[src/rtl/dev_bridge_pkg.sv]
// Shared types and sizes for the CPU-to-peripheral address-decoding bridge.
//   state_t : bridge sequencing states (IDLE, ISSUE, RESP)
//   NDEV    : number of device windows
//   CNT_W   : width of the ISSUE-cycle timeout counter
package dev_bridge_pkg;

  typedef enum logic [1:0] {
    IDLE  = 2'd0,
    ISSUE = 2'd1,
    RESP  = 2'd2
  } state_t;

  localparam int unsigned NDEV        = 4;
  localparam int unsigned IDX_W       = 2;
  localparam int unsigned DATA_W      = 32;
  localparam int unsigned BE_W        = 4;
  localparam int unsigned TIMEOUT_DEF = 16;
  localparam int unsigned CNT_W       = $clog2(TIMEOUT_DEF);

endpackage

[src/rtl/bridge_addr_decode.sv]
// Combinational window decoder: compares the address tag against each
// device base tag; the lowest matching index wins.
//   addr_i      : request byte address
//   base_tags_i : base addresses with the in-window offset bits dropped
//   hit_o       : one-hot winning window
//   idx_o       : index of the winning window
//   any_o       : at least one window matched
//   misal_o     : address not word aligned
//   offset_o    : byte offset inside the window
module bridge_addr_decode
  import dev_bridge_pkg::*;
#(
  parameter int unsigned ADDR_W   = 32,
  parameter int unsigned WIN_BITS = 4
) (
  input  logic [ADDR_W-1:0]                   addr_i,
  input  logic [NDEV-1:0][ADDR_W-WIN_BITS-1:0] base_tags_i,
  output logic [NDEV-1:0]                     hit_o,
  output logic [IDX_W-1:0]                    idx_o,
  output logic                                any_o,
  output logic                                misal_o,
  output logic [WIN_BITS-1:0]                 offset_o
);

  logic [NDEV-1:0] raw_c;

  always_comb begin
    raw_c = '0;
    for (int i = 0; i < NDEV; i++) begin
      raw_c[i] = (addr_i[ADDR_W-1:WIN_BITS] == base_tags_i[i]);
    end
  end

  // Isolate the lowest set bit so overlapping windows still yield one-hot.
  assign hit_o = raw_c & NDEV'(~raw_c + NDEV'(1));

  always_comb begin
    idx_o = '0;
    for (int i = NDEV - 1; i >= 0; i--) begin
      if (raw_c[i]) idx_o = IDX_W'(i);
    end
  end

  assign any_o    = |raw_c;
  assign misal_o  = |addr_i[1:0];
  assign offset_o = addr_i[WIN_BITS-1:0];

endmodule

[src/rtl/dev_bridge.sv]
// Address-decoding bridge from the CPU data port to four peripherals.
// Accepts one request, drives the selected device until it acknowledges
// (or times out), then returns data/error over a valid/ready response.
//   clk, reset           : clock, async active-high reset
//   req_*                : CPU request (valid/ready, we, addr, wdata, be)
//   dev_sel/we/addr/...  : registered device-side strobes and payload
//   dev_ack, dev_rdata   : per-device acknowledge and flattened read data
//   rsp_*                : CPU response (valid/ready, rdata, err)
module dev_bridge
  import dev_bridge_pkg::*;
#(
  parameter int unsigned        ADDR_W   = 32,
  parameter int unsigned        WIN_BITS = 4,
  parameter logic [ADDR_W-1:0]  BASE0    = 32'h0000_7F00,
  parameter logic [ADDR_W-1:0]  BASE1    = 32'h0000_7F10,
  parameter logic [ADDR_W-1:0]  BASE2    = 32'h0000_7F20,
  parameter logic [ADDR_W-1:0]  BASE3    = 32'h0000_7F30,
  parameter int unsigned        TIMEOUT  = TIMEOUT_DEF
) (
  input  logic                     clk,
  input  logic                     reset,
  input  logic                     req_valid,
  output logic                     req_ready,
  input  logic                     req_we,
  input  logic [ADDR_W-1:0]        req_addr,
  input  logic [DATA_W-1:0]        req_wdata,
  input  logic [BE_W-1:0]          req_be,
  output logic [NDEV-1:0]          dev_sel,
  output logic                     dev_we,
  output logic [WIN_BITS-1:0]      dev_addr,
  output logic [DATA_W-1:0]        dev_wdata,
  output logic [BE_W-1:0]          dev_be,
  input  logic [NDEV-1:0]          dev_ack,
  input  logic [NDEV*DATA_W-1:0]   dev_rdata,
  output logic                     rsp_valid,
  input  logic                     rsp_ready,
  output logic [DATA_W-1:0]        rsp_rdata,
  output logic                     rsp_err
);

  localparam int unsigned TAG_W = ADDR_W - WIN_BITS;

  logic [NDEV-1:0][TAG_W-1:0] base_tags;
  logic [NDEV-1:0]            dec_hit;
  logic [IDX_W-1:0]           dec_idx;
  logic                       dec_any;
  logic                       dec_misal;
  logic [WIN_BITS-1:0]        dec_offset;

  state_t                state_q, state_d;
  logic [CNT_W-1:0]      cnt_q, cnt_d;
  logic [IDX_W-1:0]      idx_q, idx_d;
  logic [NDEV-1:0]       dev_sel_q, dev_sel_d;
  logic                  dev_we_q, dev_we_d;
  logic [WIN_BITS-1:0]   dev_addr_q, dev_addr_d;
  logic [DATA_W-1:0]     dev_wdata_q, dev_wdata_d;
  logic [BE_W-1:0]       dev_be_q, dev_be_d;
  logic                  rsp_valid_q, rsp_valid_d;
  logic [DATA_W-1:0]     rsp_rdata_q, rsp_rdata_d;
  logic                  rsp_err_q, rsp_err_d;
  logic                  ack_sel;
  logic                  timed_out;
  logic                  go_issue;

  assign base_tags[0] = BASE0[ADDR_W-1:WIN_BITS];
  assign base_tags[1] = BASE1[ADDR_W-1:WIN_BITS];
  assign base_tags[2] = BASE2[ADDR_W-1:WIN_BITS];
  assign base_tags[3] = BASE3[ADDR_W-1:WIN_BITS];

  bridge_addr_decode #(
    .ADDR_W   (ADDR_W),
    .WIN_BITS (WIN_BITS)
  ) u_decode (
    .addr_i      (req_addr),
    .base_tags_i (base_tags),
    .hit_o       (dec_hit),
    .idx_o       (dec_idx),
    .any_o       (dec_any),
    .misal_o     (dec_misal),
    .offset_o    (dec_offset)
  );

  // Only the latched device's acknowledge counts; the ack beats a timeout.
  assign ack_sel   = dev_ack[idx_q];
  assign timed_out = (cnt_q == CNT_W'(TIMEOUT - 1));
  assign go_issue  = dec_any && !dec_misal;

  // State and registered outputs; async reset clears strobes immediately.
  always_ff @(posedge clk or posedge reset) begin
    if (reset) begin
      state_q     <= IDLE;
      cnt_q       <= '0;
      idx_q       <= '0;
      dev_sel_q   <= '0;
      dev_we_q    <= 1'b0;
      dev_addr_q  <= '0;
      dev_wdata_q <= '0;
      dev_be_q    <= '0;
      rsp_valid_q <= 1'b0;
      rsp_rdata_q <= '0;
      rsp_err_q   <= 1'b0;
    end else begin
      state_q     <= state_d;
      cnt_q       <= cnt_d;
      idx_q       <= idx_d;
      dev_sel_q   <= dev_sel_d;
      dev_we_q    <= dev_we_d;
      dev_addr_q  <= dev_addr_d;
      dev_wdata_q <= dev_wdata_d;
      dev_be_q    <= dev_be_d;
      rsp_valid_q <= rsp_valid_d;
      rsp_rdata_q <= rsp_rdata_d;
      rsp_err_q   <= rsp_err_d;
    end
  end

  // Next-state logic.
  always_comb begin
    state_d = state_q;
    case (state_q)
      IDLE:    if (req_valid) state_d = go_issue ? ISSUE : RESP;
      ISSUE:   if (ack_sel || timed_out) state_d = RESP;
      RESP:    if (rsp_ready) state_d = IDLE;
      default: state_d = IDLE;
    endcase
  end

  // Output / datapath next values.
  always_comb begin
    cnt_d       = cnt_q;
    idx_d       = idx_q;
    dev_sel_d   = dev_sel_q;
    dev_we_d    = dev_we_q;
    dev_addr_d  = dev_addr_q;
    dev_wdata_d = dev_wdata_q;
    dev_be_d    = dev_be_q;
    rsp_valid_d = rsp_valid_q;
    rsp_rdata_d = rsp_rdata_q;
    rsp_err_d   = rsp_err_q;
    case (state_q)
      IDLE: begin
        if (req_valid) begin
          idx_d       = dec_idx;
          dev_addr_d  = dec_offset;
          dev_wdata_d = req_wdata;
          dev_be_d    = req_be;
          if (go_issue) begin
            dev_sel_d = dec_hit;
            dev_we_d  = req_we;
            cnt_d     = '0;
          end else begin
            rsp_valid_d = 1'b1;
            rsp_err_d   = 1'b1;
            rsp_rdata_d = '0;
          end
        end
      end
      ISSUE: begin
        cnt_d = CNT_W'(cnt_q + 1'b1);
        if (ack_sel || timed_out) begin
          dev_sel_d   = '0;
          dev_we_d    = 1'b0;
          rsp_valid_d = 1'b1;
          rsp_err_d   = !ack_sel;
          rsp_rdata_d = (ack_sel && !dev_we_q) ? dev_rdata[{idx_q, 5'd0} +: DATA_W] : '0;
        end
      end
      RESP: begin
        if (rsp_ready) begin
          rsp_valid_d = 1'b0;
          rsp_err_d   = 1'b0;
          rsp_rdata_d = '0;
        end
      end
      default: begin
        dev_sel_d   = '0;
        dev_we_d    = 1'b0;
        rsp_valid_d = 1'b0;
      end
    endcase
  end

  assign req_ready = (state_q == IDLE);
  assign dev_sel   = dev_sel_q;
  assign dev_we    = dev_we_q;
  assign dev_addr  = dev_addr_q;
  assign dev_wdata = dev_wdata_q;
  assign dev_be    = dev_be_q;
  assign rsp_valid = rsp_valid_q;
  assign rsp_rdata = rsp_rdata_q;
  assign rsp_err   = rsp_err_q;

endmodule
[config.mk]
export PLATFORM = sky130hd
export DESIGN_NAME = dev_bridge
export DESIGN_NICKNAME = d
export VERILOG_FILES = /design/src/rtl/dev_bridge_pkg.sv /design/src/rtl/bridge_addr_decode.sv /design/src/rtl/dev_bridge.sv
export SDC_FILE = /design/constraint.sdc
export NUM_CORES = 1
export LEC_CHECK = 0
export BUFFER_PORTS_ARGS = -buffer_cell sky130_fd_sc_hd__buf_4
export CAP_MARGIN = 10
export CORE_MARGIN = 8
export CORE_UTILIZATION = 46
export DETAILED_ROUTE_END_ITERATION = 8
export HOLD_SLACK_MARGIN = 0.1
export PLACE_DENSITY = 0.87
export SLEW_MARGIN = 20
export SYNTH_ARGS = -nofsm -noshare
export SYNTH_HDL_FRONTEND = slang
export SYNTH_SLANG_ARGS = --single-unit
[constraint.sdc]
create_clock -name clk -period 4.9 [get_ports clk]
set_clock_uncertainty 0.05 [all_clocks]
set_input_delay 0.49 -clock clk [delete_from_list [all_inputs] [get_ports clk]]
set_output_delay 0.49 -clock clk [all_outputs]
set_load 0.1 [all_outputs]
# [After elaboration in Yosys (flattened, before gate mapping)]
# Index checks and enable logic that the tools add are counted.
# Widths: inputs -> output; s select.
[classes] addsub=2 order_cmp=1 n_eq_ne=12 n_shift=1 n_mux=35 bitwise_logic=3 reduce_logical=17
[op_table] op="$mux 32" count=5
[op_table] op="$shiftx 128x8->32" count=1
[op_table] op="$eq 28x11->1 const B" count=4
[op_table] op="$pmux 32 s3" count=1
[op_table] op="$mux 4" count=5
[op_table] op="$mux 2" count=8
[op_table] op="$pmux 4 s3" count=1
[op_table] op="$mux 1" count=9
[op_table] op="$pmux 1 s3" count=3
[op_table] op="$add 4x1->4 const B" count=2
[op_table] op="$ne 2x2->1 const B" count=4
[op_table] op="$pmux 4 s2" count=1
[op_table] op="$reduce_and 4->1" count=2
[op_table] op="$pmux 2 s3" count=1
[op_table] op="$reduce_and 3->1" count=2
[op_table] op="$reduce_and 5->1" count=1
[op_table] op="$and 4x4->4" count=1
[op_table] op="$eq 4x4->1 const B" count=1
[op_table] op="$not 4->4" count=1
[op_table] op="$reduce_or 4->1" count=1
[op_table] op="$logic_not 1->1" count=3
[op_table] op="$lt 2x3->1 const B" count=1
[op_table] op="$reduce_bool 3->1" count=1
[op_table] op="$bmux 1 s2" count=1
[op_table] op="10 further kinds" count=11
[totals] regBits=87 out_inout_bits=80

# [Logic depth before layout (Yosys ltp)]
# Gate-level depths: netlist of the first run.
[logic_depth] depth_word=7 mapped_depth=7 mapped_depth_nobuf=6

# [By module]
# Synthesis of the first run repeated with hierarchy kept, for this count alone.
[hier_totals] hier_cells=480 area_unflattened_um2=5978.2
[modules_own_cells] module="dev_bridge" n_inst=1 cells_each=317 area_per_inst_um2=4611.9 seq_area_each_um2=2177.1
[modules_own_cells] module="bridge_addr_decode" n_inst=1 cells_each=163 area_per_inst_um2=1366.3 seq_area_each_um2=0.0

# [Worst setup path before layout of the first run]
# No wires, ideal clock.
[synth_path] path_type="reg-to-reg" startpoint="reg state_q[0]" endpoint="reg dev_sel_q[1], in the netlist dev_sel[1]" arrival_ns=2.798 setup_slack_ns=1.975 path_stages_with_launch=6 path_buffers=1 period_less_slack_ns=2.925 path_cell_list="dfrtp_1 -> clkbuf_1 -> nor2_1 -> nand2_1 -> or3_1 -> o2bb2ai_1"
[synth_via] elab_chain_cells=3 elab_cells_between_ends=9 cone_classes="eq/ne (5); mux (1); bitwise (1); reduce/logical (2)"
[synth_rtl] element="start, declared" line_no="dev_bridge.sv:50" source="state_t state_q, state_d;"
[synth_rtl] element="start signal, assigned" line_no="dev_bridge.sv:103" source="state_q <= state_d;"
[synth_rtl] element="$logic_not 2->1 *"
[synth_rtl] element="named net req_ready" line_no="dev_bridge.sv:23" source="output logic req_ready,"
[synth_rtl] element="$ne 2x1->1 (no source line) / $ne 2x2->1 (equally long branches)"
[synth_rtl] element="$reduce_and 4->1 (no source line)"
[synth_rtl] element="end signal, assigned" line_no="dev_bridge.sv:106" source="dev_sel_q <= dev_sel_d;"
[synth_rtl] element="end, declared" line_no="dev_bridge.sv:53" source="logic [NDEV-1:0] dev_sel_q, dev_sel_d;"
# The timed path passes the listed nets; every way through them passes the cells marked *.
# A chain may end at the register's enable or synchronous reset.

# [Worst setup path after layout of the first run]
[layout_path] startpoint="in req_addr[21]" endpoint="reg dev_sel_q[3], in the netlist dev_sel[3]"
[layout_via] elab_chain_cells=7 elab_cells_between_ends=14 cone_classes="add/sub (1); eq/ne (5); mux (3); bitwise (2); reduce/logical (3)"
[layout_rtl] element="start, declared" line_no="dev_bridge.sv:25" source="input logic [ADDR_W-1:0] req_addr,"
[layout_rtl] element="$eq 28x11->1" line_no="bridge_addr_decode.sv:30" source="raw_c[i] = (addr_i[ADDR_W-1:WIN_BITS] == base_tags_i[i]);"
[layout_rtl] element="$not 4->4" line_no="bridge_addr_decode.sv:35" source="assign hit_o = raw_c & NDEV'(~raw_c + NDEV'(1));"
[layout_rtl] element="$add 4x1->4" line_no="bridge_addr_decode.sv:35"
[layout_rtl] element="$and 4x4->4" line_no="bridge_addr_decode.sv:35"
[layout_rtl] element="$mux 4" line_no="dev_bridge.sv:147" source="if (go_issue) begin"
[layout_rtl] element="$mux 4" line_no="dev_bridge.sv:142" source="if (req_valid) begin"
[layout_rtl] element="$pmux 4 s3" line_no="dev_bridge.sv:140" source="case (state_q)"
# Several ways; a longest one is shown, not always the timed one. The select of a mux whose other input is x is not followed.

==> results of run 1 <==
## worst min-delay path by stage
stage                             start       endpoint  slack (ns)  cells past startpoint
final                             reset  rsp_rdata[12]        0.18                      2
after global routing              reset  rsp_rdata[10]        0.22                      2
after CTS                         reset   rsp_rdata[6]        0.19                      2
after detailed placement  dev_wdata[11]  dev_wdata[11]        0.41                      2
after global placement    dev_wdata[30]  dev_wdata[30]        0.41                      2
after floorplan                cnt_q[0]       cnt_q[0]        0.43                      1
## layer usage
layer | GRT usage, % | up-vias | wire length, µm
met1 | 27.3 | 2048 | 5800
met3 | 8.63 | 32 | 1590
li1 | - | 2012 | -
met2 | 42.9 | 227 | 8150
met4 | 11.0 | 0 | 565
met5 | 0 | - | 0
## cells in the mapped netlist, types with 3 or more instances
master,n,share of area (%)
sky130_fd_sc_hd__clkbuf_1,21,1.8
sky130_fd_sc_hd__buf_1,3,0.26
sky130_fd_sc_hd__or3_1,3,0.44
sky130_fd_sc_hd__a21oi_1,3,0.35
sky130_fd_sc_hd__inv_1,37,3.2
sky130_fd_sc_hd__dfrtp_1,87,51
sky130_fd_sc_hd__nand2_1,164,14
sky130_fd_sc_hd__o21ai_0,41,4.8
sky130_fd_sc_hd__nand3_1,5,0.58
sky130_fd_sc_hd__nor2_1,4,0.35
sky130_fd_sc_hd__nor3_1,5,0.58
sky130_fd_sc_hd__mux4_2,33,17
## flip-flops by register name, summed over array words and instances (netlist names), 2 cells and up
signal and count:
dev_wdata 32, rsp_rdata 32, cnt_q 4, dev_addr 4
dev_be 4, dev_sel 4, idx_q 2, state_q 2
## through the flow
stage	hold WS, ns	std cells	worst slack [ns]	power, W	util, %
final	0.179	827	2.67	0.00234	73.9
after global routing	0.220	827	2.56	0.00243	73.9
after CTS	0.188	827	2.62	0.00237	73.8
after detailed placement	0.414	812	2.35	0.00183	71.5
after global placement	0.410	812	2.42	0.00181	71.5
after floorplan	0.429	436	1.97	0.00152	-
## power breakdown
group | switching [W] | internal, W
logic | 0.000712 | 0.000256
registers | 0.0000485 | 0.000792
clock network | 0.000236 | 0.000297
total | 0.000997 | 0.00135
## logic make-up (layout without fill, tap and decap cells)
group | Yosys count | count (layout) | share of synthesized area [%]
AOI/OAI and AO/OA | 58 | 58 | 7.78
adders and majority gates | 1 | 1 | 0.290
and+or+nand+nor | 195 | 195 | 18.8
DFF | 87 | 87 | 50.5
muxes | 33 | 33 | 17.2
buffers and inverters | 62 | 342 | 5.43
## area by class of cell
cell class              instances  area (µm²)  area share, %
flip-flops and latches         87        2180           32.2
repair buffers                290        2180           32.2
multi-input cells             287        1920           28.4
clock buffers                  11         141           2.09
inverters                      37         140           2.07
well taps                     111         139           2.05
clock inverters                 4        70.1           1.04
==> metrics.yaml, run 1 <==
run:
  timing.max_cap.violations: 0
sta:
  drv_slew: 0
  grt_setup_unrepaired: "no"
  timing_worst_slew_pin_value_ns: 0.691
  setup_viol: 0
  max_clock_freq_mhz: 448
  min_period_over_period_pct: 45.5
  finalHoldViolations: 0
  timing.final.crit_period_ns: 2.23
  final_layout_setup_total_negative_slack_ns: 0
  slew_headroom_pct: 53.8
hold_path:
  hold_path_class: "input port to async pin"
critical_path:
  regToRegSetupSlack_ns: 2.79
  critPathLaunch: "req_addr[21]"
  crit_cells: 6
  critical_path_required_ns: 5.06
  arrival_ns: 2.39
  timing.critical_path.slowest_cell_delay_ns: 0.57
  critical_path_fanout_max: 5
  crit_path_cell_trace: "buf_4 -> or4_1 -> or3_4 -> nor3_2 -> o21ai_0 -> a22o_1"
  regToRegEndpoint: "dev_sel[3]"
  start_to_end_type_of_the_worst_setup_path: "input port to register"
  worst_setup_path_endpoint: "dev_sel[3]"
  r2r_cells: 5
  critical_path.n_buffers_inverters: 1
  critPathCaptureType: "register"
  reg_to_reg_critical_path_startpoint: "idx_q[0]"
  top_delay_family_on_crit_path: "simple AND/OR/NAND/NOR gates"
  worst_path_max_delay_cell: "sky130_fd_sc_hd__or4_1"
  start_kind: "input port"
synth:
  post_synth_inst_count: 436
  yosys_warnings: 0
  yosysUniqueCellTypes: 34
  yosys_register_bits: 87
  synth-main-ff-cell: "sky130_fd_sc_hd__dfrtp_1"
  synth.net_count: 642
  synth-edff-count: 0
  mappedNetlistArea_um2: 4310
  synth-async-reset-ratio_pct: 100
  synth_seq_area_share_pct: 50.5
  synthesized_area_divided_by_synthesized_cell_count_um2: 9.89
routing:
  wire_per_inst_um: 19.5
  route.final.wire_length_mm: 16.1
  drt_first_pass_iters: 5
  detailedRoute.firstIterationViolations: 237
  drtAntennaViolNets: 0
  remaining_drc_errors: 0
  vias: 4319
  vias_per_cell: 5.22
clock_network:
  postcts_setup_bufs: 0
  latest_clock_arrival_within_the_worst_skew_pair_ns: 0.33
  worst_setup_hold_path_clk_slew_ns: 0.08
  cts.sink_count: 87
  postCtsResizedCells: 0
  cts_buffer_depth: 2
  cts_inserted_buffers: 9
  tritoncts: "yes"
  cts_root_buf: "sky130_fd_sc_hd__clkbuf_8"
  cts_hold_repair.buffers: 0
  cts_htree_levels: 3
grt:
  grt_pass1_vias: 4756
  antenna_violations_before_repair: 0
  grt_usage_pct: 24.9
  global_route_wire_length_before_repair_mm: 25.2
  grt_start_max_net_pins: 50
  overflow: 0
cells_and_area:
  layout-area-overhead-vs-synth_pct: 56.9
  post-route-cell-area_um2: 6760
  nets: 918
  layout.cells.most_common_list: "290 x sky130_fd_sc_hd__buf_4, 164 x sky130_fd_sc_hd__nand2_1, 86 x sky130_fd_sc_hd__dfrtp_1"
  final_layout_size_suffix_gt1_share_pct: 48.0
  antenna_cells: 0
  fill_cells: 673
  final_common_cell: "sky130_fd_sc_hd__buf_4"
place:
  detailedPlacementHpwl_mm: 13.1
  gp_routability_congestion: 0.892
  detailed_place.area_um2: 6550
  portBuffers: 284
floorplanning:
  die_width_um: 113
  core_area_um2: 9150
  fp.dieArea_um2: 12700
  die_height_um: 113
  io_pins: 285
  row_count: 35
  initial_utilization_pct: 47.1
power_and_ir_drop:
  power.leakage_nw: 3.41
  max-vdd-ir-drop_v: 0.000338
  power-per-cell-area_nw_per_um2: 346
run_status:
  status: "complete, no violations"
No activity file was read; power rests on OpenSTA's default activity.
==> run 2, diff against run 1 <==
--- a/config.mk
+++ b/config.mk
@@ -8,10 +8,10 @@
 export BUFFER_PORTS_ARGS = -buffer_cell sky130_fd_sc_hd__buf_4
 export CAP_MARGIN = 10
 export CORE_MARGIN = 8
-export CORE_UTILIZATION = 46
+export CORE_UTILIZATION = 42
 export DETAILED_ROUTE_END_ITERATION = 8
 export HOLD_SLACK_MARGIN = 0.1
-export PLACE_DENSITY = 0.87
+export PLACE_DENSITY = 0.8
 export SLEW_MARGIN = 20
 export SYNTH_ARGS = -nofsm -noshare
 export SYNTH_HDL_FRONTEND = slang
==> constraint.sdc (replaced) <==
create_clock -name clk -period 2.3 [get_ports clk]
set_clock_uncertainty 0.05 [all_clocks]
set_input_delay 0.23 -clock clk [delete_from_list [all_inputs] [get_ports clk]]
set_output_delay 0.23 -clock clk [all_outputs]
set_load 0.1 [all_outputs]
==> metrics.yaml, run 2 (synthesized netlist as in run 1, its figures left out) <==
run_status:
  status: "complete, no violations"
sta:
  setup_viol: 0
  slew_headroom_pct: 53.1
  drv_slew: 0
  final_layout_setup_total_negative_slack_ns: 0
  timing.final.crit_period_ns: 2.07
  timing_worst_slew_pin_value_ns: 0.702
  finalHoldViolations: 0
  max_clock_freq_mhz: 484
  grt_setup_unrepaired: "no"
  min_period_over_period_pct: 89.9
clock_network:
  cts_buffer_depth: 2
  cts_htree_levels: 3
  cts_root_buf: "sky130_fd_sc_hd__clkbuf_8"
  worst_setup_hold_path_clk_slew_ns: 0.08
  postCtsResizedCells: 0
  latest_clock_arrival_within_the_worst_skew_pair_ns: 0.34
  cts_hold_repair.buffers: 44
  cts_inserted_buffers: 9
  cts.sink_count: 87
  postcts_setup_bufs: 0
  tritoncts: "yes"
routing:
  wire_per_inst_um: 19.0
  remaining_drc_errors: 0
  vias_per_cell: 5.09
  detailedRoute.firstIterationViolations: 269
  drtAntennaViolNets: 0
  drt_first_pass_iters: 4
  vias: 4608
  route.final.wire_length_mm: 17.2
grt:
  grt_usage_pct: 24.7
  grt_pass1_vias: 4984
  overflow: 0
  global_route_wire_length_before_repair_mm: 27.3
  antenna_violations_before_repair: 2
  grt_start_max_net_pins: 36
critical_path:
  start_kind: "register"
  arrival_ns: 2.29
  critical_path_required_ns: 2.53
  critPathCaptureType: "register"
  critical_path_fanout_max: 5
  start_to_end_type_of_the_worst_setup_path: "register to register"
power_and_ir_drop:
  power.leakage_nw: 3.63
  power-per-cell-area_nw_per_um2: 698
  max-vdd-ir-drop_v: 0.000616
floorplanning:
  die_width_um: 117
  core_area_um2: 10100
  initial_utilization_pct: 42.5
  io_pins: 285
  row_count: 37
  fp.dieArea_um2: 13800
  die_height_um: 117
place:
  gp_routability_congestion: 0.864
  dp.cells: 843
  detailedPlacementHpwl_mm: 13.0
  portBuffers: 284
cells_and_area:
  final_layout_size_suffix_gt1_share_pct: 45.9
  final_common_cell: "sky130_fd_sc_hd__buf_4"
  finalNonFillerCells: 905
  layout.cells.most_common_list: "294 x sky130_fd_sc_hd__buf_4, 164 x sky130_fd_sc_hd__nand2_1, 86 x sky130_fd_sc_hd__dfrtp_1"
  layout-area-overhead-vs-synth_pct: 70.0
  nets: 968
run:
  timing.max_cap.violations: 0
hold_path:
  hold_path_class: "input port to register"
==> run 2: where the power goes <==
part	switching [W]	total, W	internal, W
Sequential	0.000100	0.00179	0.00169
Combinational	0.00155	0.00216	0.000612
Clock	0.000548	0.00117	0.000618
Total	0.00220	0.00512	0.00292
==> run 2: metrics by stage <==
step           setup slack [ns]  hold slack, ns  utilization (%)  power, W  cell area, µm²
2_1_floorplan             0.284           0.262                -   0.00324            4320
3_3_place_gp              0.105           0.244             65.7   0.00388            6660
3_5_place_dp             0.0244           0.253             65.7   0.00391            6660
4_1_cts                  0.0882           0.105             72.2   0.00514            7320
5_1_grt                  0.0759           0.159             72.3   0.00533            7330
6_report                  0.233           0.135             72.3   0.00512            7330
==> run 2: final timing paths <==
check	endpoint	from	slack, ns	cells after the start
worst max-delay path	dev_sel[2]	idx_q[0]	0.23	5
max in group asynchronous	dev_wdata[27]	reset	1.13	4
worst min register to register	dev_wdata[11]	dev_wdata[11]	0.44	2
min in group asynchronous	dev_wdata[31]	reset	0.44	3
worst min-delay path	idx_q[1]	req_addr[5]	0.13	3
worst max register to register	dev_sel[2]	idx_q[0]	0.23	5
==> run 2: final cells by class <==
class | count | area (µm²)
antenna | 2 | 5.00
clock buffer | 10 | 128
clock inverter | 6 | 92.6
fill | 731 | 2810
inverter | 37 | 143
multi-input combinational | 287 | 1930
sequential | 87 | 2180
tap | 136 | 170
timing repair buffer | 340 | 2690
==> run 2: routing by layer <==
layer / GRT usage, % / vias to the layer above / part of all wire, %
li1: - / 2119 / -
met1: 27.2 / 2236 / 36
met2: 43.3 / 221 / 52
met3: 7.29 / 32 / 8.5
met4: 10.6 / 0 / 2.9
met5: 0 / - / 0
==> run 2: critical path, stage by stage, from the launching register on <==
cell                      delay (ns)
sky130_fd_sc_hd__dfrtp_2        0.38
sky130_fd_sc_hd__mux4_2         0.53
sky130_fd_sc_hd__nor3_1         0.45
sky130_fd_sc_hd__nor2_1         0.10
sky130_fd_sc_hd__o21ai_0        0.26
sky130_fd_sc_hd__a22o_1         0.24
==> run 3, diff against run 2 <==
--- a/config.mk
+++ b/config.mk
@@ -7,6 +7,7 @@
 export LEC_CHECK = 0
 export BUFFER_PORTS_ARGS = -buffer_cell sky130_fd_sc_hd__buf_4
 export CAP_MARGIN = 10
+export CORE_ASPECT_RATIO = 0.8
 export CORE_MARGIN = 8
 export CORE_UTILIZATION = 42
 export DETAILED_ROUTE_END_ITERATION = 8
==> constraint.sdc (replaced) <==
create_clock -name clk -period 2.3 [get_ports clk]
set_clock_uncertainty 0.05 [all_clocks]
set_input_delay 0.46 -clock clk [delete_from_list [all_inputs] [get_ports clk]]
set_output_delay 0.46 -clock clk [all_outputs]
set_load 0.1 [all_outputs]
==> metrics.yaml, run 3 (synthesized netlist as in run 1, its figures left out) <==
place:
  gp_routability_congestion: 0.911
  portBuffers: 284
  detailedPlacementHpwl_mm: 12.8
  placement.setup.worst_slack_ns: -0.161
clock_network:
  postcts_setup_bufs: 0
  latest_clock_arrival_within_the_worst_skew_pair_ns: 0.32
  cts.sink_count: 87
  cts_inserted_buffers: 9
  cts_htree_levels: 3
  cts_hold_repair.buffers: 0
  tritoncts: "yes"
  postCtsResizedCells: 0
  cts_root_buf: "sky130_fd_sc_hd__clkbuf_16"
  worst_setup_hold_path_clk_slew_ns: 0.06
  cts_buffer_depth: 2
power_and_ir_drop:
  clkPwrFrac_pct: 28.7
  power.leakage_nw: 3.51
  power_w: 0.00545
  comb_power_share_pct: 38.4
  total_switching_power_w: 0.00221
  net_sw_share_pct: 40.6
  internal_power_w: 0.00324
  max-vdd-ir-drop_v: 0.000782
  share_seq_of_total_power_pct: 32.9
  power-per-cell-area_nw_per_um2: 775
cells_and_area:
  multi_input_comb_area_um2: 1930
  ff_latch_area_um2: 2180
  fill_cells: 819
  final_common_cell: "sky130_fd_sc_hd__buf_4"
  final_layout_size_suffix_gt1_share_pct: 48.8
  layout.cells.most_common_list: "293 x sky130_fd_sc_hd__buf_4, 164 x sky130_fd_sc_hd__nand2_1, 86 x sky130_fd_sc_hd__dfrtp_1"
  final_core_util_pct: 69.5
  nets: 925
  antenna_cells: 0
  layout-area-overhead-vs-synth_pct: 63.1
sta:
  worst_slack_ns: 0.142
  final_layout_setup_total_negative_slack_ns: 0
  drv_slew: 0
  min_period_over_period_pct: 93.8
  setup_viol: 0
  grt_setup_unrepaired: "no"
  finalHoldViolations: 0
  slew_headroom_pct: 59.0
  timing.final.crit_period_ns: 2.16
  timing_worst_slew_pin_value_ns: 0.615
  max_clock_freq_mhz: 463
critical_path:
  critical_path_required_ns: 2.49
  regToRegSetupSlack_ns: 0.39
  arrival_ns: 2.35
  start_kind: "input port"
  critPathCaptureType: "register"
  critical_path_fanout_max: 3
  reg_to_reg_critical_path_startpoint: "state_q[1]"
  critPathLaunch: "req_addr[21]"
  start_to_end_type_of_the_worst_setup_path: "input port to register"
  regToRegEndpoint: "dev_sel[2]"
  r2r_cells: 6
floorplanning:
  fp.dieArea_um2: 13800
  initial_utilization_pct: 42.6
  io_pins: 285
  row_count: 33
  die_height_um: 107
  core_area_um2: 10100
  die_width_um: 129
grt:
  antenna_violations_before_repair: 0
  overflow: 0
  grt_start_max_net_pins: 40
  grt_usage_pct: 22.6
  global_route_wire_length_before_repair_mm: 24.4
  grt_pass1_vias: 4583
routing:
  drtAntennaViolNets: 0
  vias_per_cell: 4.91
  vias: 4240
  remaining_drc_errors: 0
  detailedRoute.firstIterationViolations: 243
  route.final.wire_length_mm: 15.9
  drt_first_pass_iters: 4
  wire_per_inst_um: 18.4
run_status:
  status: "complete, no violations"
run:
  timing.max_cap.violations: 0
hold_path:
  hold_path_class: "input port to async pin"
==> run 3: power by group through the flow <==
| stage | clock [W] | sequential, W | combinational (W) |
|---|---|---|---|
| 2_1_floorplan | 0 | 0.00292 | 0.000315 |
| 3_3_place_gp | 0 | 0.00181 | 0.00209 |
| 3_5_place_dp | 0 | 0.00182 | 0.00211 |
| 4_1_cts | 0.00160 | 0.00179 | 0.00211 |
| 5_1_grt | 0.00166 | 0.00182 | 0.00219 |
| 6_report | 0.00156 | 0.00179 | 0.00210 |
==> run 3: through the flow <==
step                hold slack (ns)  cells  instance area [µm²]
floorplan                     0.429    436                 4320
detailed placement            0.414    848                 6710
global placement              0.409    848                 6710
CTS                           0.175    864                 7030
global route                  0.208    864                 7030
finish                        0.162    864                 7030
==> run 3: worst max path at each step <==
stage / slack [ns] / end / cells after the start
after global placement: -0.11 / dev_sel[1] / 6
after global routing: 0.07 / dev_sel[0] / 6
after detailed placement: -0.16 / dev_sel[1] / 6
after CTS: 0.17 / dev_sel[0] / 6
after floorplan: 0.05 / dev_sel[1] / 5
final: 0.14 / dev_sel[0] / 6
==> run 3: cell type report <==
type | instances | area share [%]
Inverter | 37 | 2.03
Sequential cell | 87 | 31.0
Timing Repair Buffer | 297 | 32.4
Clock buffer | 11 | 3.45
Clock inverter | 5 | 1.16
Multi-Input combinational cell | 287 | 27.5
Tap cell | 140 | 2.49
==> run 3: critical path, cell delays in order <==
cell and delay [ns]:
sky130_fd_sc_hd__buf_4 0.11, sky130_fd_sc_hd__or4_1 0.55, sky130_fd_sc_hd__or3_4 0.36, sky130_fd_sc_hd__or3_1 0.35, sky130_fd_sc_hd__or3_1 0.36, sky130_fd_sc_hd__o2bb2ai_1 0.16
==> run 3: per-layer routing <==
metal  track usage (%)  up-vias  share of wire (%)  wire [µm]
li1                  -     2030                  -          -
met1              26.1     2005                 37       5850
met2              38.5      182                 50       7960
met3              7.99       23                 11       1680
met4              7.53        0                2.4        387
met5                 0        -                  0          0
